`src/rtl/chunked_serial_adder.sv`:
```
// ---------------------------------------------------------------------------
// chunked_serial_adder
//
// Multi-cycle adder for the systolic array datapath. Two WIDTH-bit operands
// plus a carry-in are summed CHUNK bits per clock. A single carry register
// links consecutive chunks, so the longest combinational carry chain is
// CHUNK bits rather than WIDTH bits.
//
// Build option:
//   SUBTRACT_EN  - when defined, adds the `sub` port. sub=1 computes
//                  a - b - cin as a + ~b + ~cin (cout=1 means no borrow).
//                  When undefined the block only adds.
//
// Parameters:
//   WIDTH  operand / result width (default 16)
//   CHUNK  bits added per cycle (default 4); WIDTH must be a multiple
//
// Ports:
//   clk        in   rising-edge clock
//   rst_n      in   asynchronous active-low reset
//   in_valid   in   operands valid
//   in_ready   out  block can accept operands (0 while in reset)
//   a, b       in   WIDTH-bit operands
//   cin        in   carry-in (borrow-in when subtracting)
//   sub        in   1 = subtract (SUBTRACT_EN builds only)
//   out_valid  out  result valid
//   out_ready  in   consumer accepts result
//   sum        out  WIDTH-bit result
//   cout       out  carry out of the MSB
//   overflow   out  signed overflow
// ---------------------------------------------------------------------------
module chunked_serial_adder #(
    parameter int WIDTH = 16,
    parameter int CHUNK = 4
) (
    input  logic             clk,
    input  logic             rst_n,
    input  logic             in_valid,
    output logic             in_ready,
    input  logic [WIDTH-1:0] a,
    input  logic [WIDTH-1:0] b,
    input  logic             cin,
`ifdef SUBTRACT_EN
    input  logic             sub,
`endif
    output logic             out_valid,
    input  logic             out_ready,
    output logic [WIDTH-1:0] sum,
    output logic             cout,
    output logic             overflow
);

    localparam int NCHUNK = WIDTH / CHUNK;
    localparam int KW     = (NCHUNK > 1) ? $clog2(NCHUNK) : 1;
    localparam int IW     = (WIDTH > 1) ? $clog2(WIDTH) : 1;

    if (WIDTH % CHUNK != 0) begin : g_bad_chunk
        $error("chunked_serial_adder: WIDTH must be a multiple of CHUNK");
    end

    typedef enum logic [1:0] {
        IDLE,
        RUN,
        DONE
    } state_t;

    state_t            state;
    state_t            state_nxt;

    logic [WIDTH-1:0]  a_q;
    logic [WIDTH-1:0]  b_q;        // already inverted for subtract
    logic              carry_q;
    logic [KW-1:0]     k_q;
    logic [WIDTH-1:0]  sum_q;
    logic              cout_q;
    logic              ovf_q;

    logic              sub_eff;
    logic [WIDTH-1:0]  b_eff;
    logic              cin_eff;
    logic              accept;
    logic              last_chunk;

    logic [IW-1:0]     base;
    logic [CHUNK-1:0]  a_chunk;
    logic [CHUNK-1:0]  b_chunk;
    logic [CHUNK:0]    chunk_res;
    logic              msb_cin;

`ifdef SUBTRACT_EN
    assign sub_eff = sub;
`else
    assign sub_eff = 1'b0;
`endif

    // Subtraction folds into the adder: invert b and the incoming carry once
    // at accept so the RUN datapath is identical for both modes.
    assign b_eff   = sub_eff ? ~b : b;
    assign cin_eff = cin ^ sub_eff;

    assign accept     = in_valid & in_ready;
    assign last_chunk = (k_q == KW'(NCHUNK - 1));

    // ---------------------------------------------------------------------
    // Chunk datapath
    // ---------------------------------------------------------------------
    always_comb begin
        base      = IW'(k_q) * IW'(CHUNK);
        a_chunk   = a_q[base +: CHUNK];
        b_chunk   = b_q[base +: CHUNK];
        chunk_res = {1'b0, a_chunk} + {1'b0, b_chunk} + {{CHUNK{1'b0}}, carry_q};
        // Carry into the top bit of this chunk, recovered from the sum bit;
        // only meaningful on the final chunk where it is the MSB carry-in.
        msb_cin   = a_chunk[CHUNK-1] ^ b_chunk[CHUNK-1] ^ chunk_res[CHUNK-1];
    end

    // ---------------------------------------------------------------------
    // State register
    // ---------------------------------------------------------------------
    always_ff @(posedge clk or negedge rst_n) begin
        if (!rst_n) begin
            state <= IDLE;
        end else begin
            state <= state_nxt;
        end
    end

    // ---------------------------------------------------------------------
    // Next state and handshake outputs
    // ---------------------------------------------------------------------
    always_comb begin
        state_nxt = state;
        in_ready  = 1'b0;
        out_valid = 1'b0;

        unique case (state)
            IDLE: begin
                in_ready = rst_n;
                if (in_valid && rst_n) begin
                    state_nxt = RUN;
                end
            end
            RUN: begin
                if (last_chunk) begin
                    state_nxt = DONE;
                end
            end
            DONE: begin
                out_valid = 1'b1;
                in_ready  = rst_n & out_ready;
                if (out_ready) begin
                    state_nxt = in_valid ? RUN : IDLE;
                end
            end
            default: begin
                state_nxt = IDLE;
            end
        endcase
    end

    // ---------------------------------------------------------------------
    // Operand, carry and result registers
    // ---------------------------------------------------------------------
    always_ff @(posedge clk or negedge rst_n) begin
        if (!rst_n) begin
            a_q     <= '0;
            b_q     <= '0;
            carry_q <= 1'b0;
            k_q     <= '0;
            sum_q   <= '0;
            cout_q  <= 1'b0;
            ovf_q   <= 1'b0;
        end else if (accept) begin
            a_q     <= a;
            b_q     <= b_eff;
            carry_q <= cin_eff;
            k_q     <= '0;
        end else if (state == RUN) begin
            sum_q[base +: CHUNK] <= chunk_res[CHUNK-1:0];
            carry_q              <= chunk_res[CHUNK];
            if (last_chunk) begin
                k_q    <= '0;
                cout_q <= chunk_res[CHUNK];
                ovf_q  <= msb_cin ^ chunk_res[CHUNK];
            end else begin
                k_q    <= k_q + KW'(1);
            end
        end
    end

    assign sum      = sum_q;
    assign cout     = cout_q;
    assign overflow = ovf_q;

endmodule
```
`config.mk`:
```
export PLATFORM = sky130hd
export DESIGN_NAME = chunked_serial_adder
export DESIGN_NICKNAME = d
export VERILOG_FILES = /design/src/rtl/chunked_serial_adder.sv
export SDC_FILE = /design/constraint.sdc
export NUM_CORES = 1
export LEC_CHECK = 0
export CORE_MARGIN = 2
export CORE_UTILIZATION = 40
export CTS_CLUSTER_SIZE = 30
export DETAILED_ROUTE_END_ITERATION = 8
export DONT_BUFFER_PORTS = 1
export SYNTH_ARGS = -nofsm -noshare
export SYNTH_HDL_FRONTEND = slang
export SYNTH_SLANG_ARGS = --single-unit
```
`constraint.sdc`:
```
create_clock -name clk -period 5.2 [get_ports clk]
set_clock_uncertainty 0.1 [all_clocks]
set_input_delay 1.04 -clock clk [delete_from_list [all_inputs] [get_ports clk]]
set_output_delay 1.04 -clock clk [all_outputs]
set_load 0.02 [all_outputs]
```
==> impl_metrics.json, run 1 <==
{
  "status": "finished, final reports clean",
  "vias": 1407,
  "clkPwrFrac_pct": 14.8,
  "final_cell_mix": "dfrtp_1, mux2_2, a22o_1",
  "synth-compound-area-share_pct": 8.20,
  "grt_overflow": 0,
  "wl_per_cell_um": 18.9,
  "hpwl_um": 3530,
  "powerDensity_nw_per_um2": 741,
  "ys_ff_latch": 55,
  "synth_top_area_share_pct": 53.4,
  "synthSimpleGateAreaFrac_pct": 7.76,
  "ys_types": 31,
  "cp_max_fo": 16,
  "critPathRequiredTime_ns": 5.30,
  "ys_seq_area_share_pct": 53.4,
  "place_ws_ns": 1.83,
  "core_area_um2": 6280,
  "p_sw_mw": 0.812,
  "cts_max_level": 2,
  "arrival_ns": 3.44,
  "std_cell_rows": 29,
  "io_pins": 57,
  "fin_nets": 224,
  "place.gp.congestion": 0.732,
  "synth_top_family_by_area": "multiplexers",
  "synthMuxAreaShare_pct": 21.0,
  "clk_pin_slew_ns": 0.10,
  "fin_ws_ns": 1.85,
  "rsz0062_at_grt": "no",
  "tns_ns": 0,
  "slew_viol_final": 0,
  "p_leak_nw": 1.18,
  "drive_gt1_share_pct": 28.8,
  "endpoint_kind": "flip-flop",
  "portBuffers": 0,
  "antenna_found_initial": 0,
  "finalCriticalPeriod_ns": 3.35,
  "synthCells": 175,
  "antenna_cells": 0,
  "grt_pass1_vias": 1597,
  "max_clock_freq_mhz": 299,
  "hold_violations": 0,
  "avgSynthCellArea_um2": 14.7,
  "synth_xor_area_share_pct": 1.02,
  "netSwitchingFraction_pct": 40.0,
  "synth_fp_nets": 223,
  "start_util_pct": 41.1,
  "cts_resized": 0,
  "die_y_um": 84.3,
  "grt_pass1_wl_um": 7940,
  "via_per_inst": 5.54,
  "drt_pre_antenna_iters": 4,
  "drtIter0Drc": 60,
  "cts_setup_buffers": 0,
  "start_kind": "flip-flop",
  "synthesis.area_um2": 2580,
  "clock_sinks": 55,
  "hold_class": "in2async",
  "layout_commonest_cell": "dfrtp_1",
  "drc": 0,
  "critPathKind": "reg2reg",
  "final_util_pct": 43.7,
  "cts_made_buffers": 5,
  "timing.slew.headroom_pct": 36.3,
  "worstSkewPairLatency_ns": 0.31,
  "ctsLongestPathBuffers": 2,
  "synth_top_area_cell": "dfrtp_1",
  "ir_drop_mv": 0.388,
  "fp.dieW_um": 84.3,
  "comb_power_share_pct": 45.0,
  "cts_root_buf": "clkbuf_8",
  "grtUsageTotal_pct": 14.4,
  "grt_max_degree": 58,
  "hold_slack_ns": 0.313,
  "setup_viol": 0,
  "nFillCells": 560,
  "period_share_pct": 64.4,
  "synth_fa_ha_area_share_pct": 5.92,
  "area_delta_synth_final_pct": 6.26,
  "worst_slew_pin_slew_ns": 0.954,
  "yosys-top-cells-area": "dfrtp_1, mux2_2, mux4_2",
  "routed_wirelength_um": 4790,
  "antenna_left": 0,
  "holdBufCountCts": 0,
  "cts_tree": "yes",
  "die-area_um2": 7100,
  "intPower_mw": 1.22,
  "yosysWarnings": 0,
  "maxCapViolCount": 0,
  "pwr-share-seq_pct": 40.2
}
-- final timing paths --
kind	slack [ns]	to	start	cells past startpoint
min in group clk	0.40	a_q[10]	a_q[10]	1
min reg2reg	0.40	a_q[10]	a_q[10]	1
max reg2reg	1.85	overflow	k_q[0]	7
max	1.85	overflow	k_q[0]	7
max in group asynchronous	4.59	a_q[8]	rst_n	0
min	0.31	b_q[9]	rst_n	0
-- worst max-delay path, stage by stage, from the launching register on --
cell and delay (ns):
dfrtp_1 0.90, mux4_2 0.62, fa_1 0.46, fa_1 0.41, a21o_1 0.20, a21oi_1 0.26
xnor2_1 0.17, o21ai_0 0.11
-- final cells by class --
cell class | count | area [um2] | share of cell area (%)
Clock buffer | 6 | 82.6 | 3.01
Clock inverter | 2 | 38.8 | 1.42
Multi-Input combinational cell | 110 | 1130 | 41.3
Inverter | 4 | 15.0 | 0.548
Tap cell | 77 | 96.3 | 3.52
Sequential cell | 55 | 1380 | 50.2
-- through the flow --
| stage | instances | area, um2 | power, mW |
|---|---|---|---|
| final | 254 | 2740 | 2.03 |
| after CTS | 254 | 2740 | 2.07 |
| after floorplan | 175 | 2580 | 1.54 |
| after global routing | 254 | 2740 | 2.19 |
| after detailed placement | 246 | 2620 | 1.76 |
| after global placement | 246 | 2620 | 1.70 |
-- cell usage after synthesis --
cell type and number:
a21o_1 2, a21oi_1 4, a22o_1 15, a31o_2 1
and2b_1 2, buf_4 1, buf_6 4, clkbuf_1 1
dfrtp_1 55, fa_1 2, ha_1 9, inv_1 4
mux2_1 3, mux2_2 29, mux4_2 8, nand2_1 11
nand2_4 1, nand2b_1 3, nand3_1 1, nand3b_1 1
nor2_1 3, nor2_4 1, nor3_1 1, nor3b_1 1
nor4_4 2, nor4b_4 1, o21ai_0 4, o221ai_1 1
o31ai_1 1, xnor2_1 2, xor2_1 1
-- cell families (layout without fill, tap and decap cells) --
logic type | Yosys count | in the layout
AOI/OAI and AO/OA | 28 | 28
xor gates and xnor gates | 3 | 3
adders and majority gates | 11 | 11
buffers and inverters | 10 | 12
DFF | 55 | 55
muxes | 40 | 40
and+or+nand+nor | 28 | 28
-- sequential cells by signal (all words and copies together), names as in the netlist --
name	cells
a_q	16
sum	16
state	2
overflow	1
k_q	2
b_q	16
cout	1
carry_q	1
-- per-layer routing --
layer / global-route usage [%] / wire (um) / up-vias / share of wire [%]
met5: 0 / 0 / - / 0
li1: - / - / 641 / -
met2: 24.1 / 2430 / 45 / 51
met1: 17.0 / 1960 / 715 / 41
met3: 6.10 / 335 / 6 / 7.0
met4: 4.40 / 57 / 0 / 1.2
-- power by group through the flow --
stage	Clock (mW)	Sequential (mW)	Combinational, mW
2_1_floorplan	0	0.753	0.787
3_3_place_gp	0	0.822	0.876
3_5_place_dp	0	0.831	0.925
4_1_cts	0.308	0.821	0.937
5_1_grt	0.327	0.847	1.02
6_report	0.301	0.816	0.913
Power figures use the tool's default switching activity.
==> run 2: changes to the inputs <==
--- a/config.mk
+++ b/config.mk
@@ -5,6 +5,7 @@
 export SDC_FILE = /design/constraint.sdc
 export NUM_CORES = 1
 export LEC_CHECK = 0
+export ABC_AREA = 1
 export CORE_MARGIN = 2
 export CORE_UTILIZATION = 40
 export CTS_CLUSTER_SIZE = 30
==> constraint.sdc (replaced) <==
create_clock -name clk -period 2.7 [get_ports clk]
set_clock_uncertainty 0.1 [all_clocks]
set_input_delay 0.54 -clock clk [delete_from_list [all_inputs] [get_ports clk]]
set_output_delay 0.54 -clock clk [all_outputs]
set_load 0.02 [all_outputs]
==> run 2 against run 1 <==
Against the previous run:
- utilization grew 1.4 points
- critical path depth increased by 4
- total power is 95% higher
- largest cell class unchanged
==> impl_metrics.json, run 2 <==
{
  "clk_pin_slew_ns": 0.10,
  "synth_edf_count": 0,
  "yosys-top-cells-area": "dfrtp_1, nand2_1, o21ai_0",
  "ys_types": 29,
  "cts_tree": "yes",
  "synth_top_area_cell": "dfrtp_1",
  "avgSynthCellArea_um2": 8.39,
  "nFillCells": 655,
  "hpwl_um": 4180,
  "multi_input_area_um2": 1160,
  "place_ws_ns": 0.158,
  "antenna_left": 0,
  "fin_ws_ns": 0.230,
  "worstSkewPairLatency_ns": 0.31,
  "die-area_um2": 7380,
  "grt_max_degree": 56,
  "synth_top_area_share_pct": 51.3,
  "max_clock_freq_mhz": 405,
  "ir_drop_mv": 0.537,
  "synthCells": 320,
  "layout_commonest_cell": "nand2_1",
  "startpoint": "k_q[0]",
  "yosysWarnings": 0,
  "drt_pre_antenna_iters": 4,
  "vias": 2047,
  "tns_ns": 0,
  "endpoint_kind": "flip-flop",
  "cp_max_fo": 13,
  "worst_slew_pin_slew_ns": 0.523,
  "fin_nets": 373,
  "slew_viol_final": 0,
  "final_cell_mix": "nand2_1, dfrtp_1, o21ai_0",
  "die_y_um": 85.9,
  "drtIter0Drc": 112,
  "netSwitchingFraction_pct": 48.1,
  "area_delta_synth_final_pct": 7.83,
  "endpoint": "overflow",
  "critPathRequiredTime_ns": 2.82,
  "p_sw_mw": 1.91,
  "rsz0062_at_grt": "no",
  "synth_async_sr_flop_share_pct": 100,
  "rr_startpoint": "k_q[0]",
  "cts_root_buf": "clkbuf_8",
  "routed_wirelength_um": 5890,
  "synthesis.area_um2": 2690,
  "antenna_found_initial": 0,
  "p_leak_nw": 1.47,
  "clkPwrFrac_pct": 11.8,
  "timing.slew.headroom_pct": 65.1,
  "hold_class": "in2reg",
  "ys.flop_type": "dfrtp_1",
  "stdcell_count": 403,
  "core_area_um2": 6420,
  "grt_overflow": 0,
  "place.gp.congestion": 0.849,
  "start_kind": "flip-flop",
  "drc": 0,
  "period_share_pct": 91.5,
  "ys_ff_latch": 55,
  "ff_latch_area_um2": 1380,
  "clock_sinks": 55,
  "std_cell_rows": 29,
  "pwr-share-seq_pct": 39.4,
  "finalCriticalPeriod_ns": 2.47,
  "hold_violations": 0,
  "fp.dieW_um": 85.9,
  "powerDensity_nw_per_um2": 1370,
  "dp.cells": 393,
  "status": "finished, final reports clean",
  "arrival_ns": 2.59,
  "intPower_mw": 2.06,
  "grt_pass1_vias": 2115,
  "portBuffers": 0,
  "maxCapViolCount": 0,
  "setup_viol": 0,
  "reg2reg_depth": 11,
  "cts_made_buffers": 5,
  "comb_power_share_pct": 48.8,
  "grtUsageTotal_pct": 17.3,
  "io_pins": 57,
  "antenna_cells": 0,
  "synth_fp_nets": 368,
  "grt_pass1_wl_um": 10100,
  "min_delay_path_depth": 2,
  "start_util_pct": 41.8,
  "cts_setup_buffers": 0,
  "synthTopCellsByCount": "nand2_1, dfrtp_1, o21ai_0, nor2_1, inv_1",
  "wl_per_cell_um": 14.6,
  "ctsLongestPathBuffers": 2,
  "via_per_inst": 5.08,
  "drive_gt1_share_pct": 9.51,
  "power_mw": 3.97,
  "critPathKind": "reg2reg",
  "ys_seq_area_share_pct": 51.3,
  "cts_max_level": 2,
  "reg2reg_slack_ns": 0.23,
  "yosysMostFrequentCell": "nand2_1",
  "reg2reg_to": "overflow"
}
run 2: changes by cell type after synthesis, sizes merged, moves of 3 or more:
cell | before | now
nand4 | 0 | 4
mux2 | 32 | 0
nand2b | 3 | 0
nor2 | 4 | 26
nand3 | 1 | 8
nand2 | 12 | 130
mux4 | 8 | 0
inv | 4 | 23
o22ai | 0 | 9
o21ai | 4 | 33
a22o | 15 | 0
run 2: worst min path at each step:
stage / start / to / slack [ns]
final: a[1] / a_q[1] / 0.23
after global routing: b[8] / b_q[8] / 0.22
after CTS: a[13] / a_q[13] / 0.23
after detailed placement: rst_n / state[1] / 0.15
after global placement: rst_n / state[1] / 0.15
after floorplan: rst_n / a_q[0] / 0.14
run 2: layer usage:
| layer | vias up | wire length (um) | track usage, % |
|---|---|---|---|
| li1 | 1031 | - | - |
| met1 | 967 | 2850 | 22.9 |
| met2 | 41 | 2720 | 28.7 |
| met3 | 8 | 234 | 3.85 |
| met4 | 0 | 95 | 4.62 |
| met5 | - | 0 | 0 |
run 2: worst max-delay path, cell delays in order, from the launching register on:
cell     delay [ns]
dfrtp_2        0.46
buf_4          0.19
nor2_1         0.09
o22ai_1        0.10
fa_1           0.43
fa_1           0.42
a21oi_1        0.22
nor2_1         0.06
nor2_1         0.12
nand2_1        0.06
nand3_1        0.06
nand2_1        0.05
run 2: through the flow:
step                      util, %  area [um2]  hold WS (ns)
after detailed placement     43.1        2770         0.147
after global routing         45.1        2900         0.221
after floorplan                 -        2690         0.144
after CTS                    45.1        2890         0.225
after global placement       43.1        2770         0.147
final                        45.1        2900         0.228
run 2: kinds of logic (layout without fill, tap and decap cells):
group                    Yosys count  in the layout  share of synthesized area [%]
AO/OA/AOI/OAI                     50             50                           10.3
XOR/XNOR                           1              1                          0.326
adder cells (fa/ha/maj)           11             11                           5.69
buffers and inverters             34             40                           5.59
flip-flops                        55             55                           51.3
AND/OR/NAND/NOR                  169            169                           26.8
run 2: cell type report:
class,count,share of cell area [%]
sequential,55,47.6
multi-input combinational,231,40.0
tap,77,3.33
inverter,24,3.20
timing repair buffer,8,2.85
clock buffer,5,2.38
clock inverter,3,0.648
run 2: timing repair:
item,in CTS,in global routing
endpoints found under the hold margin,55,0
setup endpoints to repair,0,4
hold buffers,2,0
gates resized for setup,0,3
run 2: power by group through the flow:
stage	Sequential (mW)	Clock (mW)	Combinational, mW
6_report	1.56	0.468	1.94
5_1_grt	1.60	0.514	2.24
4_1_cts	1.56	0.478	1.96
3_5_place_dp	1.58	0	1.93
3_3_place_gp	1.58	0	1.90
2_1_floorplan	1.49	0	1.49
==> run 3: changes to the inputs <==
--- a/config.mk
+++ b/config.mk
@@ -11,6 +11,8 @@
 export CTS_CLUSTER_SIZE = 30
 export DETAILED_ROUTE_END_ITERATION = 8
 export DONT_BUFFER_PORTS = 1
+export PLACE_DENSITY = 0.61
+export SETUP_SLACK_MARGIN = 0.5
 export SYNTH_ARGS = -nofsm -noshare
 export SYNTH_HDL_FRONTEND = slang
 export SYNTH_SLANG_ARGS = --single-unit
==> run 3 against run 2 <==
Against the previous run:
- utilization is 2.0 points higher
- maximum frequency grew 4.5%
- first-iteration DRC count is 1.8% lower
- count of clock-buffer cells in the layout did not move
- critical path type unchanged
==> impl_metrics.json, run 3 (synthesis gave the netlist of run 2 again) <==
{
  "status": "finished, final reports clean",
  "ctsLongestPathBuffers": 2,
  "drc": 0,
  "grt_pass1_vias": 2042,
  "wl_per_cell_um": 14.7,
  "layout_commonest_cell": "nand2_1",
  "drtIter0Drc": 110,
  "vias": 2066,
  "antenna_cells": 0,
  "finalCriticalPeriod_ns": 2.36,
  "clk_pin_slew_ns": 0.10,
  "cts_max_level": 2,
  "period_share_pct": 87.6,
  "critPathKind": "reg2reg",
  "grt_max_degree": 56,
  "antenna_found_initial": 0,
  "slew_viol_final": 0,
  "timing.slew.headroom_pct": 68.8,
  "start_util_pct": 41.8,
  "cp_max_fo": 6,
  "area_delta_synth_final_pct": 12.5,
  "p_leak_nw": 1.52,
  "worstSkewPairLatency_ns": 0.32,
  "ff_latch_area_um2": 1380,
  "cts_root_buf": "clkbuf_8",
  "design_area_um2": 3020,
  "antenna_left": 0,
  "tns_ns": 0,
  "grt_use_met3_pct": 4.72,
  "grtUsageTotal_pct": 17.5,
  "drive_gt1_share_pct": 15.8,
  "final_cell_mix": "nand2_1, dfrtp_1, nor2_1",
  "maxCapViolCount": 0,
  "grt_pass1_wl_um": 10100,
  "rsz0062_at_grt": "yes",
  "arrival_ns": 2.47,
  "cts_tree": "yes",
  "via_per_inst": 5.09,
  "fin_nets": 376,
  "drt_pre_antenna_iters": 4,
  "std_cell_rows": 29,
  "grt_use_met2_pct": 28.6,
  "endpoint_kind": "flip-flop",
  "multi_input_area_um2": 1230,
  "nFillCells": 638,
  "hpwl_um": 4200,
  "fp.dieW_um": 85.9,
  "grt_most_used_layer": "met2",
  "cts_made_buffers": 5,
  "powerDensity_nw_per_um2": 1460,
  "use_met1_pct": 22.6,
  "hold_class": "in2reg",
  "grt_overflow": 0,
  "placed_cell_area_um2": 2780,
  "ir_drop_mv": 0.447,
  "core_area_um2": 6420,
  "clock_sinks": 55,
  "setup_viol": 0,
  "die_y_um": 85.9,
  "routed_wirelength_um": 5970,
  "max_clock_freq_mhz": 423,
  "start_kind": "flip-flop",
  "hold_violations": 0,
  "critPathRequiredTime_ns": 2.81,
  "portBuffers": 0,
  "place.gp.congestion": 0.876,
  "io_pins": 57,
  "die-area_um2": 7380,
  "worst_slew_pin_slew_ns": 0.467
}
run 3: cell types whose count changed in the layout (fill, tap and decap cells not counted), sizes merged:
cell    delta
buf        +3
bufinv     +1
clkinv     +1
inv        -2
run 3: final timing paths:
path,startpoint,end,slack (ns),cells after the start
max in group asynchronous,rst_n,k_q[0],1.60,2
worst min register to register,b_q[11],b_q[11],0.39,2
worst max-delay path,k_q[0],cout,0.34,10
worst min-delay path,a[7],a_q[7],0.23,2
min in group asynchronous,rst_n,state[1],0.64,2
worst max register to register,k_q[0],cout,0.34,10
run 3: report_power, final:
group / internal, mW / total, mW / switching [mW]
Combinational: 0.884 / 2.30 / 1.42
Sequential: 1.18 / 1.56 / 0.380
Clock: 0.276 / 0.553 / 0.276
Total: 2.34 / 4.41 / 2.07
run 3: worst max-delay path, cell delays in order (launching register included):
cell,delay [ns]
dfrtp_2,0.45
buf_6,0.14
o21ai_2,0.11
o22ai_2,0.11
fa_2,0.39
fa_2,0.39
a21oi_2,0.18
nor2_1,0.05
nor2_1,0.13
buf_4,0.14
o21ai_2,0.04
run 3: layer usage:
metal	part of all wire (%)	vias up
li1	-	1037
met1	46	980
met2	48	41
met3	4.4	8
met4	1.5	0
met5	0	-
run 3: timing repair:
item | CTS | global route
setup buffers | 3 | 1
gates cloned | 1 | 0
endpoints found under the hold margin | 55 | 0
hold buffers | 2 | 0
pin swaps | 9 | 2
gates resized for setup | 9 | 7
setup endpoints to repair | 15 | 15
run 3: final cells by class:
| class | count | share of cell area (%) |
|---|---|---|
| tap | 77 | 3.19 |
| sequential | 55 | 45.6 |
| clock buffer | 5 | 2.28 |
| clock inverter | 3 | 1.45 |
| inverter | 24 | 3.19 |
| multi-input combinational | 231 | 40.8 |
| timing repair buffer | 11 | 3.52 |
run 3: per-stage QoR:
step	hold WS, ns	setup slack [ns]	utilization (%)	power, mW	std cells
CTS	0.214	0.358	46.6	4.34	405
finish	0.226	0.336	47.0	4.41	406
global route	0.213	0.249	47.0	4.80	406
detailed placement	0.146	0.255	43.3	3.59	391
floorplan	0.144	0.341	-	3.11	320
global placement	0.147	0.334	43.3	3.54	391
